$ cat src/rtl/uart_receive.sv
// 8N1 oversampling receiver that assembles fixed-length packets into a parallel buffer.
// A packet becomes visible only when it is complete; partial packets time out or abort on a framing error.
module uart_receive #(
  parameter int unsigned CLKS_PER_BIT = 16,
  parameter int unsigned BYTES        = 12,
  parameter int unsigned TIMEOUT_BITS = 20
) (
  input  logic                  clk,
  input  logic                  rst_n,
  input  logic                  data_in,
  output logic [BYTES-1:0][7:0] rsp_buf,
  output logic                  rsp_valid,
  output logic                  frame_err,
  output logic                  timeout,
  output logic                  busy
);

  localparam int unsigned CntW    = $clog2(CLKS_PER_BIT);
  localparam int unsigned IdleMax = TIMEOUT_BITS * CLKS_PER_BIT - 1;
  localparam int unsigned IdleW   = $clog2(IdleMax + 1);
  localparam int unsigned IdxW    = (BYTES > 1) ? $clog2(BYTES) : 1;

  localparam logic [CntW-1:0]  HalfM1   = CntW'(CLKS_PER_BIT / 2 - 1);
  localparam logic [CntW-1:0]  FullM1   = CntW'(CLKS_PER_BIT - 1);
  localparam logic [IdleW-1:0] IdleLast = IdleW'(IdleMax);
  localparam logic [IdxW-1:0]  IdxLast  = IdxW'(BYTES - 1);

  typedef enum logic [1:0] {StIdle, StStart, StData, StStop} state_e;

  state_e                r_state, w_state_d;
  logic                  r_sync1, r_rx, r_rx_prev;
  logic [CntW-1:0]       r_clk_cnt, w_clk_cnt_d;
  logic [2:0]            r_bit_cnt, w_bit_cnt_d;
  logic [7:0]            r_shift, w_shift_d;
  logic [BYTES-1:0][7:0] r_shadow, w_shadow_d;
  logic [IdxW-1:0]       r_byte_idx, w_byte_idx_d;
  logic [IdleW-1:0]      r_idle_cnt, w_idle_cnt_d;
  logic [BYTES-1:0][7:0] r_rsp_buf, w_rsp_buf_d;
  logic                  r_rsp_valid, w_rsp_valid_d;
  logic                  r_frame_err, w_frame_err_d;
  logic                  r_timeout, w_timeout_d;
  logic                  w_fall;

  // Requiring a high-to-low transition means a held-low break cannot retrigger after a frame error.
  assign w_fall = r_rx_prev & ~r_rx;

  always_comb begin
    w_state_d     = r_state;
    w_clk_cnt_d   = r_clk_cnt;
    w_bit_cnt_d   = r_bit_cnt;
    w_shift_d     = r_shift;
    w_shadow_d    = r_shadow;
    w_byte_idx_d  = r_byte_idx;
    w_idle_cnt_d  = '0;
    w_rsp_buf_d   = r_rsp_buf;
    w_rsp_valid_d = 1'b0;
    w_frame_err_d = 1'b0;
    w_timeout_d   = 1'b0;
    case (r_state)
      StIdle: begin
        if (w_fall) begin
          w_state_d   = StStart;
          w_clk_cnt_d = '0;
          w_bit_cnt_d = '0;
        end else if (r_byte_idx != '0) begin
          if (r_idle_cnt == IdleLast) begin
            w_byte_idx_d = '0;
            w_timeout_d  = 1'b1;
          end else begin
            w_idle_cnt_d = r_idle_cnt + 1'b1;
          end
        end
      end
      StStart: begin
        if (r_clk_cnt == HalfM1) begin
          w_clk_cnt_d = '0;
          w_state_d   = r_rx ? StIdle : StData;
        end else begin
          w_clk_cnt_d = r_clk_cnt + 1'b1;
        end
      end
      StData: begin
        if (r_clk_cnt == FullM1) begin
          w_clk_cnt_d            = '0;
          w_shift_d[r_bit_cnt]   = r_rx;
          w_bit_cnt_d            = r_bit_cnt + 1'b1;
          if (r_bit_cnt == 3'd7) w_state_d = StStop;
        end else begin
          w_clk_cnt_d = r_clk_cnt + 1'b1;
        end
      end
      StStop: begin
        if (r_clk_cnt == FullM1) begin
          w_clk_cnt_d = '0;
          w_state_d   = StIdle;
          if (r_rx) begin
            w_shadow_d[r_byte_idx] = r_shift;
            if (r_byte_idx == IdxLast) begin
              w_rsp_buf_d   = w_shadow_d;
              w_rsp_valid_d = 1'b1;
              w_byte_idx_d  = '0;
            end else begin
              w_byte_idx_d = r_byte_idx + 1'b1;
            end
          end else begin
            w_frame_err_d = 1'b1;
            w_byte_idx_d  = '0;
          end
        end else begin
          w_clk_cnt_d = r_clk_cnt + 1'b1;
        end
      end
      default: w_state_d = StIdle;
    endcase
  end

  always_ff @(posedge clk or negedge rst_n) begin
    if (!rst_n) begin
      r_sync1     <= 1'b1;
      r_rx        <= 1'b1;
      r_rx_prev   <= 1'b1;
      r_state     <= StIdle;
      r_clk_cnt   <= '0;
      r_bit_cnt   <= '0;
      r_shift     <= '0;
      r_shadow    <= '0;
      r_byte_idx  <= '0;
      r_idle_cnt  <= '0;
      r_rsp_buf   <= '0;
      r_rsp_valid <= 1'b0;
      r_frame_err <= 1'b0;
      r_timeout   <= 1'b0;
    end else begin
      r_sync1     <= data_in;
      r_rx        <= r_sync1;
      r_rx_prev   <= r_rx;
      r_state     <= w_state_d;
      r_clk_cnt   <= w_clk_cnt_d;
      r_bit_cnt   <= w_bit_cnt_d;
      r_shift     <= w_shift_d;
      r_shadow    <= w_shadow_d;
      r_byte_idx  <= w_byte_idx_d;
      r_idle_cnt  <= w_idle_cnt_d;
      r_rsp_buf   <= w_rsp_buf_d;
      r_rsp_valid <= w_rsp_valid_d;
      r_frame_err <= w_frame_err_d;
      r_timeout   <= w_timeout_d;
    end
  end

  assign rsp_buf   = r_rsp_buf;
  assign rsp_valid = r_rsp_valid;
  assign frame_err = r_frame_err;
  assign timeout   = r_timeout;
  assign busy      = (r_state != StIdle) || (r_byte_idx != '0);

endmodule

$ cat config.mk
export PLATFORM = sky130hd
export DESIGN_NAME = uart_receive
export DESIGN_NICKNAME = d
export VERILOG_FILES = /design/src/rtl/uart_receive.sv
export SDC_FILE = /design/constraint.sdc
export NUM_CORES = 1
export LEC_CHECK = 0
export BUFFER_PORTS_ARGS = -buffer_cell sky130_fd_sc_hd__buf_2
export CAP_MARGIN = 30
export CORE_AREA = 4 4 171 173
export DETAILED_ROUTE_END_ITERATION = 8
export DIE_AREA = 0 0 175 177
export SYNTH_ARGS = -nofsm -noshare
export SYNTH_HDL_FRONTEND = slang
export SYNTH_SLANG_ARGS = --single-unit
$ cat constraint.sdc
create_clock -name clk -period 2.1 [get_ports clk]
set_input_delay 0.21 -clock clk [delete_from_list [all_inputs] [get_ports clk]]
set_output_delay 0.21 -clock clk [all_outputs]
set_load 0.005 [all_outputs]
**Word level (Yosys, flattened, before mapping)**

Index checks and enable logic that the tools add are counted.

- Bits of input ports: 3
- Output and inout bits: 100
- Bits in registers: 228

- Eq/ne operators: 16
- Multiplexer cells: 42
- $lt $le $gt $ge: 4
- Bitwise gates (word level): 2
- Reduce and logical (&&, ||, !) cells: 15
- $add $sub $neg: 4

Operators by type and width:

| cell | count |
|---|---|
| $bwmux 96 | 1 |
| $mux 4 | 9 |
| $mux 9 | 4 |
| $demux 8 s4 | 1 |
| $ne 2x2->1 const B | 8 |
| $mux 1 | 12 |
| $mux 2 | 6 |
| $pmux 4 s3 | 1 |
| $reduce_and 5->1 | 2 |
| $add 9x1->9 const B | 1 |
| $eq 9x9->1 const B | 1 |
| $add 4x1->4 const B | 2 |
| $bwmux 8 | 1 |
| $eq 4x4->1 const B | 2 |
| $mux 8 | 1 |
| $pmux 2 s4 | 1 |
| $pmux 4 s2 | 1 |
| $mux 3 | 2 |
| $pmux 3 s2 | 1 |
| $reduce_and 3->1 | 2 |
| $reduce_bool 2->1 | 3 |
| $lt 4x5->1 const B | 1 |
| $eq 2x2->1 const B | 2 |
| $eq 4x3->1 const B | 1 |
| 16 further kinds | 17 |

**Logic depth before layout (Yosys ltp)**

- Depth after elaboration: 5
- Gate-level depth with buffers: 9
- Gate-level depth less buffers: 6

**Least setup slack after synthesis**

Ideal clock, no wire load.

- Kind: register -> register
- Start point: register r_byte_idx[0]
- End point: register r_shadow[24] (netlist name)
- Setup slack: 204 ps
- Arrival time: 1771 ps
- Stages on the path, launching flop included: 8
- Period minus slack after synthesis: 1896 ps
- Path buffers: 2
- Cell sequence: dfrtp_1 -> ha_1 -> inv_1 -> nor3_1 -> buf_2 -> nor2b_1 -> buf_2 -> mux2_2

- Word-level cells in the longest chain between the ends: 5
- Elaborated cells between the ends (all ways): 6
- Classes of those cells: order compare (2); mux (3); reduce/logical (1)

RTL lines:

| item | line | RTL |
|---|---|---|
| from (decl) | 36 | `logic [IdxW-1:0] r_byte_idx, w_byte_idx_d;` |
| from (signal assigned) | 142 | `r_byte_idx <= w_byte_idx_d;` |
| $lt 4x5->1 (not written as such) or $ge 4x1->1 (tied branches) | 97 | `w_shadow_d[r_byte_idx] = r_shift;` |
| $logic_and 1x1->1 (not written as such) | 97 |  |
| $mux 8 (not written as such) | 97 |  |
| $demux 8 s4 (*) | 97 |  |
| $bwmux 96 (*) | 97 |  |
| to (signal assigned) | 141 | `r_shadow <= w_shadow_d;` |
| to (decl) | 35 | `logic [BYTES-1:0][7:0] r_shadow, w_shadow_d;` |

Mark *: on every way between the ends. The rest lies on a longest branch, timed or not.
A chain may end at the register's enable or synchronous reset.

**Worst setup path in the final report**

- Start point: register r_byte_idx[3]
- End point: output busy

- Word-level cells in the longest chain between the ends: 2

RTL lines:

| item | line | RTL |
|---|---|---|
| $reduce_bool 4->1 | 155 | `assign busy = (r_state != StIdle) \|\| (r_byte_idx != '0);` |
| $logic_or 1x1->1 | 155 |  |
| to (decl) | 15 | `output logic busy` |

No other way between the ends.

==> results.ini <==
[run_status]
status = complete, no violations

[sta]
tns_ns = 0
drv_slew = 0
timing.fmax_ghz = 0.509
report.final.setup_viol = 0
post-route-period-util = 0.935
tightestPinTransition_ns = 1.02
rsz0062_at_grt = no
final.min_clock_period_ns = 1.96
max_slew_margin = 0.318
skew_ns = 0.0172
report.final.hold_viol_count = 0

[power_and_ir_drop]
power_density_nw_per_um2 = 788
vdd.ir_drop.worst_uv = 563
p_leak_nw = 5.91

[drt]
dr.pass1.iters = 4
post-route-drc-count = 0
routed_wl_um = 21600
via_per_inst = 4.69
final_antenna_net_count = 0
vias = 6230
wl_per_cell_um = 16.3
drt_iter0_drc = 322

[worst_setup_path]
cp_top_family = simple AND/OR/NAND/NOR gates
reg2reg_slack_ns = 0.19
slowest_delay_ns = 0.45
r2r_cells = 6
critPathKind = reg2out
cp_num_cells = 5
timing.rr.end = r_shadow[53]$_DFFE_PN0P_
timing.rr.start = r_clk_cnt[0]$_DFFE_PN0P_
worstPathRequired_ns = 1.89
start_kind = flop
crit_fanout = 10
critPathSlowestCell = dfrtp_1
cp_cell_sequence = nor2_1, and2_1, buf_6, nand2_1, buf_2
crit_buf_inv = 2
crit_arrival_ns = 1.75
cp-end-kind = output port

[floorplanning]
rows = 61
fp.dieH_um = 177
dieArea_um2 = 31000
io_pins = 103
initial_utilization = 0.347
die_w_um = 175
core_area_um2 = 27600

[final_layout]
finalCoreUtilization = 0.418
final_common_cell = dfrtp_1
final_layout_size_suffix_gt1_frac = 0.325
fin_nets = 944
n_antenna_cell = 0
area_growth_pct = 20.5
final_cell_mix = 216 x dfrtp_1, 135 x nand2_1, 101 x buf_2, 93 x o21ai_0, 82 x mux2i_1
fin_area_um2 = 11600

[placement]
io_buffers = 102
hpwlAfterDp_um = 14300
gp_congestion = 0.806
place_area_um2 = 10800

[yosys]
ys.flop_type = dfrtp_1
synthSimpleGateAreaFrac = 0.113
synth.largest_area_cell = dfrtp_1
synth_mux_area_frac = 0.203
yosys_warnings = 0
synth_top_family_by_area = multiplexers
syn_nets = 824
seq_area_frac_synth = 0.574
synth.area.top_cells = dfrtp_1 57%, mux2_2 9.4%, mux2i_1 8.6%
synth_area_um2 = 9600
synth.avg_cell_area_um2 = 11.8
synth_fa_ha_area_frac = 0.0104
synth_xor_area_frac = 0.00639
async_reset_ff_frac = 1.00
ys_types = 47
synth_compound_area_frac = 0.0610
synth_top_area_share = 0.566
synth-seq-cells = 220
syn_inst = 813
synth_edf_count = 0

[cts]
clkSinkCount = 220
clockBufferDepth = 3
numCtsBuffers = 25
cts_tree = yes
clockRootBuffer = clkbuf_16
insertion_delay_ns = 0.51
clk_pin_slew_worst_paths_ns = 0.06
cts-htree-levels = 1
postCtsSetupBuffers = 0

[global_route]
grt_pass1_vias = 6383
antenna_found_initial = 0
grt_pass1_wl_um = 35200
overflow = 0
grt_max_degree = 97
track_usage = 0.140

[flow_run]
max-cap-violations = 0

[worst_hold_path]
hold_path.class = in2async

synthesized netlist by cell type, types with 4 or more instances:
master	instances
o21ai_0	93
inv_1	4
nand2_1	135
nor2_4	8
mux2i_1	82
mux2_2	80
mux2_1	9
nor3_1	5
buf_4	6
clkbuf_1	31
xor2_1	6
nand2_2	8
mux2_4	8
ha_1	8
nor2_1	27
and3_1	4
dfrtp_1	217
nand3_1	9
buf_2	18
nor2b_1	6
a31oi_1	8
what timing repair did:
action,in CTS,in global routing
resized for setup,2,4
endpoints found under the hold margin,57,0
hold buffers,2,0
cloned,0,0
endpoints found under the setup margin,1,1
where the power goes:
part / switching, mW / total [mW] / internal [mW]
Clock: 1.64 / 4.06 / 2.42
Combinational: 0.391 / 0.642 / 0.251
Sequential: 0.0933 / 4.41 / 4.31
state kept, by name (all words and copies together), names as in the netlist, 3 cells and up, named ones only:
register	count
r_shadow	88
r_bit_cnt	3
r_idle_cnt	9
r_clk_cnt	4
rsp_buf	96
r_byte_idx	4
r_shift	8
final cells by class:
type                    count  area, µm²
fillers                  2689      16100
flip-flops and latches    220       5510
repair buffers            151        985
well taps                 378        473
clock buffers              37        701
inverters                   6       22.5
clock inverters             7       63.8
multi-input cells         529       3800
how the worst max path moves through the flow:
stage	startpoint	to	slack (ns)
5_1_grt	r_byte_idx[2]$_DFFE_PN0P_	busy	0.005
3_5_place_dp	r_clk_cnt[0]$_DFFE_PN0P_	r_shadow[48]$_DFFE_PN0P_	0.18
4_1_cts	r_byte_idx[0]$_DFFE_PN0P_	busy	0.01
3_3_place_gp	r_clk_cnt[0]$_DFFE_PN0P_	r_shadow[55]$_DFFE_PN0P_	0.23
2_1_floorplan	r_byte_idx[0]$_DFFE_PN0P_	r_shadow[24]$_DFFE_PN0P_	0.20
6_report	r_byte_idx[3]$_DFFE_PN0P_	busy	0.14
metal layers:
metal / wire [µm] / part of all wire / vias up / GRT usage
met2: 9770 / 0.45 / 100 / 0.220
met3: 856 / 0.040 / 21 / 0.0233
met4: 309 / 0.014 / 0 / 0.0295
met5: 0 / 0 / - / 0
met1: 10700 / 0.49 / 3092 / 0.206
li1: - / - / 3017 / -
stage by stage:
stage / cells / worst slack [ns] / hold WS, ns / power (mW)
3_3_place_gp: 1282 / 0.229 / 0.220 / 5.11
2_1_floorplan: 813 / 0.204 / -0.0856 / 4.82
4_1_cts: 1328 / 0.0101 / 0.265 / 9.24
6_report: 1328 / 0.137 / 0.255 / 9.11
5_1_grt: 1328 / 0.00544 / 0.301 / 9.52
3_5_place_dp: 1282 / 0.181 / 0.225 / 5.12
cells by family after synthesis:
logic type | after synthesis
mux | 179
xor+xnor | 7
buf+inv | 64
simple gates | 225
flops | 220
compound gates | 110
fa+ha+maj | 8
No activity file was read; power rests on OpenSTA's default activity.
